<file path="src/rtl/unit_seeker_lock_fsm.sv">
// Purpose : seeks the 2-bit sync header position in gearbox frames, locks after SYNC_MAX good headers, drops lock on BAD_MAX bad per window.
// Latency : buffer_dv at cycle N -> header evaluated in N+1 -> state/position updated on the edge ending N+1.
// Backpressure: none; buffer_dv only qualifies capture, idle cycles freeze all state and counters.
//
// Ports:
//   clk_i, rst_ni     clock, asynchronous active-low reset
//   gbox_buffer       full gearbox buffer; gbox_cnt selects the FRAME_W+1 bit view
//   buffer_dv         buffer valid (captures the view, arms one evaluation)
//   force_resync_i    synchronous restart to HUNT at INIT_POS (wins over evaluation)
//   is_synced         high while LOCKED
//   offset_pos        current header position under test
//   state_o           HUNT=0 VERIFY=1 LOCKED=2 SLIP=3
//   lock_loss_o       one-cycle pulse when lock is lost
//   slip_cnt_o        saturating count of slips
module unit_seeker_lock_fsm #(
  parameter int FRAME_W   = 66,
  parameter int BUF_W     = 194,
  parameter int CNT_W     = 6,
  parameter int INIT_POS  = 0,
  parameter int END_POS   = 65,
  parameter int POS_STEP  = 1,
  parameter int SYNC_MAX  = 16,
  parameter int BAD_MAX   = 4,
  parameter int WIN_LEN   = 64,
  parameter int SLIP_WAIT = 2
) (
  input  logic                         clk_i,
  input  logic                         rst_ni,
  input  logic [BUF_W-1:0]             gbox_buffer,
  input  logic [CNT_W-1:0]             gbox_cnt,
  input  logic                         buffer_dv,
  input  logic                         force_resync_i,
  output logic                         is_synced,
  output logic [$clog2(END_POS+1)-1:0] offset_pos,
  output logic [1:0]                   state_o,
  output logic                         lock_loss_o,
  output logic [15:0]                  slip_cnt_o
);

  localparam int POS_W  = $clog2(END_POS+1);
  localparam int SEL_W  = $clog2(BUF_W);
  localparam int HDR_W  = $clog2(FRAME_W+1);
  localparam int GOOD_W = $clog2(SYNC_MAX+1);
  localparam int BAD_W  = $clog2(BAD_MAX+1);
  localparam int WIN_W  = $clog2(WIN_LEN+1);
  // +2 keeps the width at least one bit when SLIP_WAIT is 0
  localparam int WAIT_W = $clog2(SLIP_WAIT+2);

  localparam logic [1:0] ST_HUNT   = 2'd0;
  localparam logic [1:0] ST_VERIFY = 2'd1;
  localparam logic [1:0] ST_LOCKED = 2'd2;
  localparam logic [1:0] ST_SLIP   = 2'd3;

  logic [FRAME_W:0]  r_window;
  logic              r_win_vld;
  logic [1:0]        r_state;
  logic [POS_W-1:0]  r_pos;
  logic [GOOD_W-1:0] r_good_cnt;
  logic [BAD_W-1:0]  r_bad_cnt;
  logic [WIN_W-1:0]  r_win_cnt;
  logic [WAIT_W-1:0] r_wait_cnt;
  logic [15:0]       r_slip_cnt;
  logic              r_lock_loss;

  logic [SEL_W-1:0]  w_sel_hi;
  logic [FRAME_W:0]  w_window_in;
  logic [HDR_W-1:0]  w_hdr_lo;
  logic [1:0]        w_hdr;
  logic              w_good;
  logic [31:0]       w_pos_sum;
  logic [GOOD_W-1:0] w_good_inc;
  logic [BAD_W-1:0]  w_bad_inc;

  logic [1:0]        w_state_nxt;
  logic [POS_W-1:0]  w_pos_nxt;
  logic [GOOD_W-1:0] w_good_nxt;
  logic [BAD_W-1:0]  w_bad_nxt;
  logic [WIN_W-1:0]  w_win_nxt;
  logic [WAIT_W-1:0] w_wait_nxt;
  logic [15:0]       w_slip_nxt;
  logic              w_lock_loss_nxt;
  logic              w_slip_go;

  // gbox_cnt counts from the MSB end of the buffer
  assign w_sel_hi    = SEL_W'(BUF_W-1) - SEL_W'(gbox_cnt);
  assign w_window_in = gbox_buffer[w_sel_hi -: FRAME_W+1];

  assign w_hdr_lo = HDR_W'(r_pos);
  assign w_hdr    = {r_window[w_hdr_lo + HDR_W'(1)], r_window[w_hdr_lo]};
  assign w_good   = ^w_hdr;  // 01 or 10

  // 32-bit sum so the wrap compare cannot overflow at the position width
  assign w_pos_sum  = 32'(r_pos) + 32'(POS_STEP);
  assign w_good_inc = r_good_cnt + GOOD_W'(1);
  assign w_bad_inc  = r_bad_cnt + BAD_W'(!w_good);

  always_comb begin
    w_state_nxt     = r_state;
    w_pos_nxt       = r_pos;
    w_good_nxt      = r_good_cnt;
    w_bad_nxt       = r_bad_cnt;
    w_win_nxt       = r_win_cnt;
    w_wait_nxt      = r_wait_cnt;
    w_slip_nxt      = r_slip_cnt;
    w_lock_loss_nxt = 1'b0;
    w_slip_go       = 1'b0;

    if (force_resync_i) begin
      w_state_nxt = ST_HUNT;
      w_pos_nxt   = POS_W'(INIT_POS);
      w_good_nxt  = '0;
      w_bad_nxt   = '0;
      w_win_nxt   = '0;
      w_wait_nxt  = '0;
    end else begin
      if (r_win_vld) begin
        case (r_state)
          ST_HUNT: begin
            if (!w_good) begin
              w_slip_go = 1'b1;
            end else if (SYNC_MAX <= 1) begin
              w_state_nxt = ST_LOCKED;
              w_good_nxt  = '0;
              w_bad_nxt   = '0;
              w_win_nxt   = '0;
            end else begin
              w_state_nxt = ST_VERIFY;
              w_good_nxt  = GOOD_W'(1);
            end
          end
          ST_VERIFY: begin
            if (!w_good) begin
              w_slip_go = 1'b1;
            end else if (w_good_inc == GOOD_W'(SYNC_MAX)) begin
              w_state_nxt = ST_LOCKED;
              w_good_nxt  = '0;
              w_bad_nxt   = '0;
              w_win_nxt   = '0;
            end else begin
              w_good_nxt = w_good_inc;
            end
          end
          ST_LOCKED: begin
            // loss of lock is checked first so it beats a coinciding window end
            if (!w_good && (w_bad_inc == BAD_W'(BAD_MAX))) begin
              w_slip_go       = 1'b1;
              w_lock_loss_nxt = 1'b1;
            end else if (r_win_cnt == WIN_W'(WIN_LEN-1)) begin
              w_win_nxt = '0;
              w_bad_nxt = '0;
            end else begin
              w_win_nxt = r_win_cnt + WIN_W'(1);
              w_bad_nxt = w_bad_inc;
            end
          end
          ST_SLIP: begin
            if (SLIP_WAIT != 0) begin
              if (r_wait_cnt + WAIT_W'(1) == WAIT_W'(SLIP_WAIT)) begin
                w_state_nxt = ST_HUNT;
                w_wait_nxt  = '0;
              end else begin
                w_wait_nxt = r_wait_cnt + WAIT_W'(1);
              end
            end
          end
          default: w_state_nxt = ST_HUNT;
        endcase
      end

      // with no discard period SLIP lasts exactly one cycle, evaluation or not
      if ((SLIP_WAIT == 0) && (r_state == ST_SLIP)) begin
        w_state_nxt = ST_HUNT;
      end

      if (w_slip_go) begin
        w_state_nxt = ST_SLIP;
        w_pos_nxt   = (w_pos_sum > 32'(END_POS)) ? POS_W'(INIT_POS) : POS_W'(w_pos_sum);
        w_slip_nxt  = (r_slip_cnt == 16'hFFFF) ? r_slip_cnt : r_slip_cnt + 16'd1;
        w_wait_nxt  = '0;
        w_good_nxt  = '0;
        w_bad_nxt   = '0;
        w_win_nxt   = '0;
      end
    end
  end

  always_ff @(posedge clk_i or negedge rst_ni) begin
    if (!rst_ni) begin
      r_window    <= '0;
      r_win_vld   <= 1'b0;
      r_state     <= ST_HUNT;
      r_pos       <= POS_W'(INIT_POS);
      r_good_cnt  <= '0;
      r_bad_cnt   <= '0;
      r_win_cnt   <= '0;
      r_wait_cnt  <= '0;
      r_slip_cnt  <= '0;
      r_lock_loss <= 1'b0;
    end else begin
      if (buffer_dv) begin
        r_window <= w_window_in;
      end
      r_win_vld   <= buffer_dv;
      r_state     <= w_state_nxt;
      r_pos       <= w_pos_nxt;
      r_good_cnt  <= w_good_nxt;
      r_bad_cnt   <= w_bad_nxt;
      r_win_cnt   <= w_win_nxt;
      r_wait_cnt  <= w_wait_nxt;
      r_slip_cnt  <= w_slip_nxt;
      r_lock_loss <= w_lock_loss_nxt;
    end
  end

  assign is_synced   = (r_state == ST_LOCKED);
  assign offset_pos  = r_pos;
  assign state_o     = r_state;
  assign lock_loss_o = r_lock_loss;
  assign slip_cnt_o  = r_slip_cnt;

endmodule

</file>
<file path="config.mk">
export PLATFORM = sky130hd
export DESIGN_NAME = unit_seeker_lock_fsm
export DESIGN_NICKNAME = d
export VERILOG_FILES = /design/src/rtl/unit_seeker_lock_fsm.sv
export SDC_FILE = /design/constraint.sdc
export NUM_CORES = 1
export LEC_CHECK = 0
export CORE_ASPECT_RATIO = 0.75
export CORE_MARGIN = 1.5
export CORE_UTILIZATION = 45
export DETAILED_ROUTE_END_ITERATION = 16
export GPL_ROUTABILITY_DRIVEN = 0
export HOLD_SLACK_MARGIN = 0.02
export PLACE_DENSITY = 0.69
export SKIP_LAST_GASP = 1
export SLEW_MARGIN = 20
export SYNTH_ARGS = -nofsm -noshare
export SYNTH_HDL_FRONTEND = slang
export SYNTH_SLANG_ARGS = --single-unit
</file>
<file path="constraint.sdc">
create_clock -name clk_i -period 6.03 [get_ports clk_i]
set_input_delay 0.603 -clock clk_i [delete_from_list [all_inputs] [get_ports clk_i]]
set_output_delay 0.603 -clock clk_i [all_outputs]
set_load 0.005 [all_outputs]
</file>
Yosys cells after proc, flatten, opt, wreduce, memory -nomap -nowiden
Cells that the tools add are included.
{"block": "word_totals", "reg_bits": 111, "latch_bits": 0, "mem_bits_rw": 0, "mem_bits_ro": 0, "in_bits": 204, "out_inout_bits": 27, "elab_cells": 104, "n_memories": 0}
{"block": "op_classes", "addsub": 8, "n_mul": 0, "div_mod_pow": 0, "order_cmp": 3, "eq_ne": 13, "n_shift": 1, "n_mux": 51, "bitwise": 2, "reduce_logical": 16}
{"operator": "$shiftx 260x9->67", "n": 1}
{"operator": "$mux 7", "n": 10}
{"operator": "$mux 5", "n": 6}
{"operator": "$mux 2", "n": 12}
{"operator": "$mux 3", "n": 7}
{"operator": "$add 16x1->16 const B", "n": 1}
{"operator": "$eq 16x16->1 const B", "n": 1}
{"operator": "$lt 7x8->1 const B", "n": 2}
{"operator": "$ne 4x4->1 const B", "n": 4}
{"operator": "$add 7x1->7 const B", "n": 2}
{"operator": "$bmux 1 s7", "n": 2}
{"operator": "$pmux 7 s2", "n": 1}
{"operator": "$pmux 5 s2", "n": 1}
{"operator": "$mux 1", "n": 9}
{"operator": "$add 7x1->8 const B", "n": 1}
{"operator": "$gt 8x7->1 const B", "n": 1}
{"operator": "$reduce_bool 4->1", "n": 2}
{"operator": "$sub 7x7->8 const A", "n": 1}
{"operator": "$eq 7x6->1 const B", "n": 1}
{"operator": "$eq 2x2->1 const B", "n": 3}
{"operator": "$pmux 2 s3", "n": 1}
{"operator": "$pmux 3 s2", "n": 1}
{"operator": "$reduce_and 6->1", "n": 1}
{"operator": "$reduce_bool 3->1", "n": 2}
{"operator": "other kinds (20)", "n": 21}

Depth between registers and ports, before layout
Gate-level depths: netlist of run 1.
{"block": "logic_depth", "word_depth": 14, "depth_mapped": 26, "ltp_nobuf": 19}

Worst setup path before layout of run 1
No wires, ideal clock.
{"block": "synth_timing", "path_type": "reg2reg", "startpoint": "register r_pos[0] (netlist: offset_pos[0])", "endpoint": "register r_good_cnt[1]", "setup_ps": 125, "arrival_time_ps": 4918, "t_required_ps": 5905, "path_slack_ps": 988, "stages_incl_launch_ff": 24, "n_path_buf": 5, "synth_period_minus_slack_ps": 5042, "cell_sequence": "dfrtp_1 > buf_6 > buf_4 > buf_6 > inv_1 > ha_1 > buf_4 > buf_6 > mux4_2 > and3_1 > a211oi_1 > nor3_1 > o21ai_1 > nand2_1 > and2_1 > ha_1 > xor2_1 > nand3_1 > o21ai_0 > nand2_1 > nor4_1 > nor3_2 > and3_1 > mux2_2"}
{"block": "synth_via", "elab_chain_cells": 14, "word_cells_on_any_way": 22, "classes_between": "add/sub: 2; eq/ne: 3; mux: 11; reduce/logical: 6"}
{"element": "start, declared", "line_no": "57", "source": "logic [POS_W-1:0] r_pos;"}
{"element": "start signal, assigned", "line_no": "192", "source": "r_pos <= POS_W'(INIT_POS);"}
{"element": "start signal, assigned", "line_no": "205", "source": "r_pos <= w_pos_nxt;"}
{"element": "$add 7x1->7", "line_no": "89", "source": "assign w_hdr = {r_window[w_hdr_lo + HDR_W'(1)], r_window[w_hdr_lo]};"}
{"element": "$bmux 1 s7", "line_no": "89"}
{"element": "$mux 1 (implied by the code)", "line_no": "89"}
{"element": "$reduce_xor 2->1 (*)", "line_no": "90", "source": "assign w_good = ^w_hdr;"}
{"element": "$logic_not 1->1", "line_no": "95, 145"}
{"element": "$add 3x1->3", "line_no": "95", "source": "assign w_bad_inc = r_bad_cnt + BAD_W'(!w_good);"}
{"element": "$eq 3x3->1", "line_no": "145", "source": "if (!w_good && (w_bad_inc == BAD_W'(BAD_MAX))) begin"}
{"element": "$logic_and 1x1->1", "line_no": "145"}
{"element": "$mux 1", "line_no": "145"}
{"element": "$pmux 1 s2", "line_no": "117", "source": "case (r_state)"}
{"element": "$mux 1", "line_no": "116", "source": "if (r_win_vld) begin"}
{"element": "$mux 1", "line_no": "108", "source": "if (force_resync_i) begin"}
{"element": "$ne 4x4->1 (no source line) (tied with other cells)"}
{"element": "$reduce_and 4->1 (no source line) / $mux 5 (equally long branches)"}
{"element": "end signal, assigned", "line_no": "206", "source": "r_good_cnt <= w_good_nxt;"}
{"element": "end, declared", "line_no": "58", "source": "logic [GOOD_W-1:0] r_good_cnt;"}
Every way passes the cells marked *; elsewhere a longest branch is shown, timed or not. The select of a mux whose other input is x is not followed.
A chain may end at the register's enable or synchronous reset.

Final worst setup path of run 1
{"block": "layout_timing", "startpoint": "register r_pos[1] (netlist: offset_pos[1])", "endpoint": "register r_win_cnt[4]"}
{"block": "layout_via", "elab_chain_cells": 14, "word_cells_on_any_way": 23, "classes_between": "add/sub: 2; eq/ne: 4; mux: 11; reduce/logical: 6"}
{"element": "$add 7x1->7", "line_no": "89"}
{"element": "$bmux 1 s7", "line_no": "89"}
{"element": "$mux 1 (implied by the code)", "line_no": "89"}
{"element": "$reduce_xor 2->1 (*)", "line_no": "90"}
{"element": "$logic_not 1->1", "line_no": "95, 145"}
{"element": "$add 3x1->3", "line_no": "95"}
{"element": "$eq 3x3->1", "line_no": "145"}
{"element": "$logic_and 1x1->1", "line_no": "145"}
{"element": "$mux 1", "line_no": "145"}
{"element": "$pmux 1 s2", "line_no": "117"}
{"element": "$mux 1", "line_no": "116"}
{"element": "$mux 1", "line_no": "108"}
{"element": "$ne 4x3->1 (no source line) (tied with other cells)"}
{"element": "$reduce_and 5->1 (no source line) / $mux 7 (equally long branches)"}
{"element": "end signal, assigned", "line_no": "208", "source": "r_win_cnt <= w_win_nxt;"}
{"element": "end, declared", "line_no": "60", "source": "logic [WIN_W-1:0] r_win_cnt;"}
Marks and branches as above.

==> results of run 1 <==
==> final timing paths <==
check | from | to | slack, ns
max in group asynchronous | rst_ni | r_window[25] | 4.51
hold reg to reg | slip_cnt_o[14] | slip_cnt_o[14] | 0.50
setup / recovery | offset_pos[1] | r_win_cnt[4] | 0.32
min in group clk_i | slip_cnt_o[14] | slip_cnt_o[14] | 0.50
setup reg to reg | offset_pos[1] | r_win_cnt[4] | 0.32
hold / removal | rst_ni | r_window[45] | 0.23
==> synthesized netlist by cell type, drive strengths merged, types with 13 or more instances <==
library cell / number / area share
mux4: 154 / 0.23
o21ai: 121 / 0.041
xnor2: 23 / 0.014
nor2: 291 / 0.074
nor3: 28 / 0.0098
mux2i: 132 / 0.089
nand2: 367 / 0.093
buf: 44 / 0.018
o211ai: 45 / 0.023
a211oi: 33 / 0.017
nand4: 13 / 0.0055
a31oi: 31 / 0.013
nand3: 23 / 0.0085
mux2: 23 / 0.017
dfrtp: 111 / 0.19
clkbuf: 128 / 0.032
and3: 15 / 0.0063
inv: 23 / 0.0058
a21oi: 120 / 0.042
==> metrics by stage <==
stage	TNS [ns]	setup slack [ns]	hold slack [ns]
2_1_floorplan	0	0.988	0.307
3_3_place_gp	0	0.393	0.478
3_5_place_dp	0	0.256	0.488
4_1_cts	0	0.227	0.247
5_1_grt	-0.0625	-0.0224	0.262
6_report	0	0.316	0.226
==> metal layers <==
layer / up-vias / GRT usage / share of wire
met5: - / 0 / 0
met2: 900 / 0.447 / 0.43
met4: 0 / 0.0645 / 0.022
met3: 110 / 0.0983 / 0.12
met1: 7403 / 0.448 / 0.43
li1: 6863 / - / -
==> where the power goes <==
part	leakage (nW)	internal (mW)	total (mW)	switching, mW
combinational	5.13	0.988	2.34	1.35
sequential	1.34	0.869	1.01	0.145
clock	0.156	0.307	0.640	0.333
total	6.63	2.16	4.00	1.83
==> kinds of logic after synthesis <==
| family | after synthesis | synth area share |
|---|---|---|
| xor gates and xnor gates | 27 | 0.0160 |
| buffers and inverters | 195 | 0.0560 |
| muxes | 309 | 0.342 |
| AOI/OAI and AO/OA | 416 | 0.176 |
| and+or+nand+nor | 782 | 0.217 |
| adders and majority gates | 7 | 0.00592 |
| DFF | 111 | 0.188 |
==> worst max-delay path: stages, from the launching register on <==
cell and delay (ns):
dfrtp_1 0.35, buf_4 0.33, ha_1 0.38, nand2_1 0.10
or3_1 0.34, xnor2_1 0.25, a211o_1 0.33, nor3_1 0.42
or3_1 0.35, nand2_1 0.17, and2_1 0.19, ha_1 0.21
xor2_1 0.14, nand3_1 0.16, o21ai_0 0.37, nand2_1 0.37
nor4_2 0.32, nor3_2 0.08, buf_4 0.21, a21oi_2 0.34
o211ai_1 0.14
==> registers in the layout (all words and copies together) (netlist names) <==
register	cells
slip_cnt_o	16
r_wait_cnt	2
offset_pos	7
r_window	67
r_bad_cnt	3
lock_loss_o	1
r_good_cnt	5
r_win_cnt	7
state_o	2
r_win_vld	1
==> layout make-up <==
cell class	count	share of cell area
inverters	23	0.00522
well taps	442	0.0325
clock inverters	7	0.00566
repair buffers	199	0.117
clock buffers	9	0.0132
flip-flops and latches	111	0.163
diodes	3	0.000441
multi-input cells	1541	0.663
==> what timing repair did <==
action	4_1_cts	5_1_grt
setup endpoints to repair	0	14
endpoints found under the hold margin	0	0
resized for setup	0	3
hold buffers	0	0
==> results.toml, run 1 <==
[cells_and_area]
final_layout_size_suffix_gt1_frac = 0.134
num-fill-cells = 3085
areaGrowthSynthToFinish_pct = 15.0
stdcell_count = 2335
fin_nets = 2096
final_cell_area_um2 = 17000
layout.cells.most_common_list = "nand2_1, nor2_1, clkdlybuf4s50_1"
final_common_cell = "nand2_1"
multi_input_area_um2 = 11300
layout.core_utilization = 0.526
ff_latch_area_um2 = 2780

[drt]
drt_wl_total_um = 51900
post_drt_via_cell_ratio = 6.54
first_iter_violations = 2546
first_pass_iters = 7
route.antenna.remaining_nets = 0
drt-wirelength-per-cell_um = 22.2
drc = 0
vias = 15300

[synth]
synth_warnings = 0
post_synth.cell_area_avg_um2 = 8.01
synth_ff_type = "dfrtp_1"
yosys.cell_types.count = 72
number_of_synthesized_flops_with_an_enable_pin = 0
yosys_register_bits = 111
syn_nets = 2058
syn_area_um2 = 14800
synth-async-reset-ratio = 1.00
syn_inst = 1847
yosysSeqAreaShare = 0.188

[timing]
tightest_slew_margin_relative_to_the_limit = 0.251
finalSetupViolCount = 0
worst_clock_skew_ns = 0.0182
fmax_ghz = 0.175
fin_crit_sh = 0.948
tightestPinTransition_ns = 1.11
final-max-slew-violation-count = 0
layout_min_cycle_time_ns = 5.71
timing_hold_violations_final = 0

[die]
design.portCount = 231
chipHeight_um = 160
die_w_um = 212
initial_util = 0.457
num_rows = 57
core_area_um2 = 32400
die_area_um2 = 34000

[global_route]
grt.total_usage = 0.308
globalRouteOverflowTotal = 0
grt_pass1_vias = 14000
antenna_found_initial = 3
grt_pass1_wl_um = 81800
grt_start_max_net_pins = 128

[min_path]
hp-class = "in2async"

[placement]
placed_cells = 2316
place_area_um2 = 16700
numPortBuffers = 168
final_hpwl_dp_um = 39300

[status]
outcome = "complete, no violations"

[clock_network]
htreeDepth = 3
clock_latency_ns = 0.37
clk_path_buf_depth = 2
cts-root-buf = "clkbuf_16"
cts_inserted_buffers = 9
post_cts_buffers = 0
cts.sinks = 111
clkSlewWorstSetupHoldPaths_ns = 0.08
tritoncts_clock_tree = "done"

[worst_setup_path]
setup.worst_path.end_class = "flip-flop"
worst_ep_required_time_ns = 6.26
critical_path_class = "reg2reg"
critPathArrivalTime_ns = 5.95
worst_r2r_path_depth = 20
critPathMaxFanout = 26
critical_path_launch_point_type = "flip-flop"

[run]
drv_cap = 0

[power]
peakVddDrop_mv = 0.186
power_density_nw_per_um2 = 235
power.leakage_nw = 6.63
total_power_mw = 4.00
(Power assumes the default switching activity.)
==> run 2: changes to the inputs <==
SETUP_SLACK_MARGIN = 0.15   (was not set)
==> results.toml, run 2 (synthesis results as in run 1) <==
[timing]
fin_crit_sh = 0.919
timing.hold.ws_ns = 0.225
worst_clock_skew_ns = 0.0168
setup_ws_ns = 0.486
layout_min_cycle_time_ns = 5.54
grt_setup_unrepaired = "false"
timing_hold_violations_final = 0
tightest_slew_margin_relative_to_the_limit = 0.220
finalSetupViolCount = 0
final.setup.tns_ns = 0
fmax_ghz = 0.180
final-max-slew-violation-count = 0
tightestPinTransition_ns = 1.16

[worst_setup_path]
worst_ep_required_time_ns = 6.26
critPathMaxFanout = 26
setup.worst_path.end_class = "flip-flop"
timing.rr.start = "offset_pos[1]"
critical_path_launch_point_type = "flip-flop"
critical_path_class = "reg2reg"
worst_setup_path_startpoint = "offset_pos[1]"
critPathArrivalTime_ns = 5.78

[clock_network]
cts.sinks = 111
clkSlewWorstSetupHoldPaths_ns = 0.08
clk_path_buf_depth = 2
cts-hold-fix-buffers = 0
cts-root-buf = "clkbuf_16"
cts_inserted_buffers = 9
clock_latency_ns = 0.37
htreeDepth = 3
tritoncts_clock_tree = "done"

[global_route]
antenna_found_initial = 3
grt_start_max_net_pins = 128
grt.total_usage = 0.308
globalRouteOverflowTotal = 0
grt_pass1_wl_um = 81800
grt_pass1_vias = 14000

[die]
design.portCount = 231
die_w_um = 212
die_area_um2 = 34000
num_rows = 57
chipHeight_um = 160
core_area_um2 = 32400
initial_util = 0.457

[cells_and_area]
largest_register_ff_count = 67
areaGrowthSynthToFinish_pct = 15.0
ff_latch_area_um2 = 2780
num-fill-cells = 3084
final_layout_size_suffix_gt1_frac = 0.135
final_common_cell = "nand2_1"
fin_nets = 2096
layout.cells.most_common_list = "nand2_1, nor2_1, clkdlybuf4s50_1"
register_containing_the_most_flip_flops_in_the_final_layout = "r_window"
multi_input_area_um2 = 11300

[drt]
post_drt_via_cell_ratio = 6.52
first_iter_violations = 2422
first_pass_iters = 7
vias = 15200
route.antenna.remaining_nets = 0
drt-wirelength-per-cell_um = 22.2
drc = 0
drt_wl_total_um = 51800

[power]
power.switching_fraction = 0.458
power.share.sequential = 0.254
peakVddDrop_mv = 0.186
switchingPower_mw = 1.83
power_frac_clock = 0.160
power_report.internal_total_mw = 2.17
power.leakage_nw = 6.63
combinationalPowerShare = 0.586
power_density_nw_per_um2 = 235

[min_path]
hp-class = "in2async"

[run]
drv_cap = 0

[status]
outcome = "complete, no violations"

[placement]
preCtsSetupSlack_ns = 0.256
numPortBuffers = 168
final_hpwl_dp_um = 39300
-- run 2: worst paths after layout --
kind	endpoint	slack [ns]	depth (start not counted)
max reg2reg	r_bad_cnt[1]	0.49	20
min in group clk_i	slip_cnt_o[14]	0.50	1
min	r_window[45]	0.23	1
min reg2reg	slip_cnt_o[14]	0.50	1
max in group asynchronous	r_window[57]	4.51	2
max	r_bad_cnt[1]	0.49	20
-- run 2: cell type report --
| class | count | area share |
|---|---|---|
| Sequential cell | 111 | 0.163 |
| Inverter | 23 | 0.00522 |
| Timing Repair Buffer | 199 | 0.117 |
| Tap cell | 442 | 0.0325 |
| Multi-Input combinational cell | 1541 | 0.663 |
| Clock inverter | 7 | 0.00566 |
| Clock buffer | 9 | 0.0132 |
| Antenna cell | 1 | 0.000147 |
-- run 2: layer usage --
metal | global-route usage | wire length, um | vias up
li1 | - | - | 6856
met1 | 0.448 | 21900 | 7393
met2 | 0.447 | 22300 | 861
met3 | 0.0983 | 6330 | 98
met4 | 0.0645 | 1140 | 6
met5 | 0 | 106 | -
-- run 2: power groups by stage --
stage / clock, mW / combinational (mW) / sequential (mW)
3_3_place_gp: 0 / 2.22 / 1.02
2_1_floorplan: 0 / 1.62 / 0.961
3_5_place_dp: 0 / 2.25 / 1.02
5_1_grt: 0.678 / 2.51 / 1.03
4_1_cts: 0.648 / 2.27 / 1.01
6_report: 0.639 / 2.34 / 1.01
-- run 2: critical path, stage by stage, from the launching register on --
cell and delay [ns]:
dfrtp_1 0.35, buf_4 0.33, ha_1 0.38, nand3_1 0.17, xnor2_1 0.28, mux4_2 0.53, nor2_1 0.22, nor3_2 0.10
or3_1 0.50, nand2_1 0.17, and2_1 0.15, ha_1 0.20, xor2_1 0.16, nand3_1 0.15, o21ai_0 0.41, nand2_2 0.27
nor4_2 0.28, nor3_2 0.08, buf_4 0.21, a21oi_2 0.33, o22ai_1 0.14
-- run 2: stage by stage --
step	cell area [um2]	cells	util	power (mW)
final	17000	2333	0.526	3.99
after global routing	17000	2332	0.526	4.22
after CTS	17000	2332	0.525	3.93
after detailed placement	16700	2316	0.515	3.27
after global placement	16700	2316	0.515	3.24
after floorplan	14800	1847	-	2.58
-- run 2: repair_timing --
action                                  in CTS  in global routing
setup buffers                                0                  0
resized for setup                            0                  5
endpoints found under the setup margin       0                 18
==> run 3: changes to the inputs <==
CTS_CLUSTER_SIZE = 30   (was not set)
==> results of run 3 <==
Same layout as run 2: the final DEF is identical, and so are final timing and power.
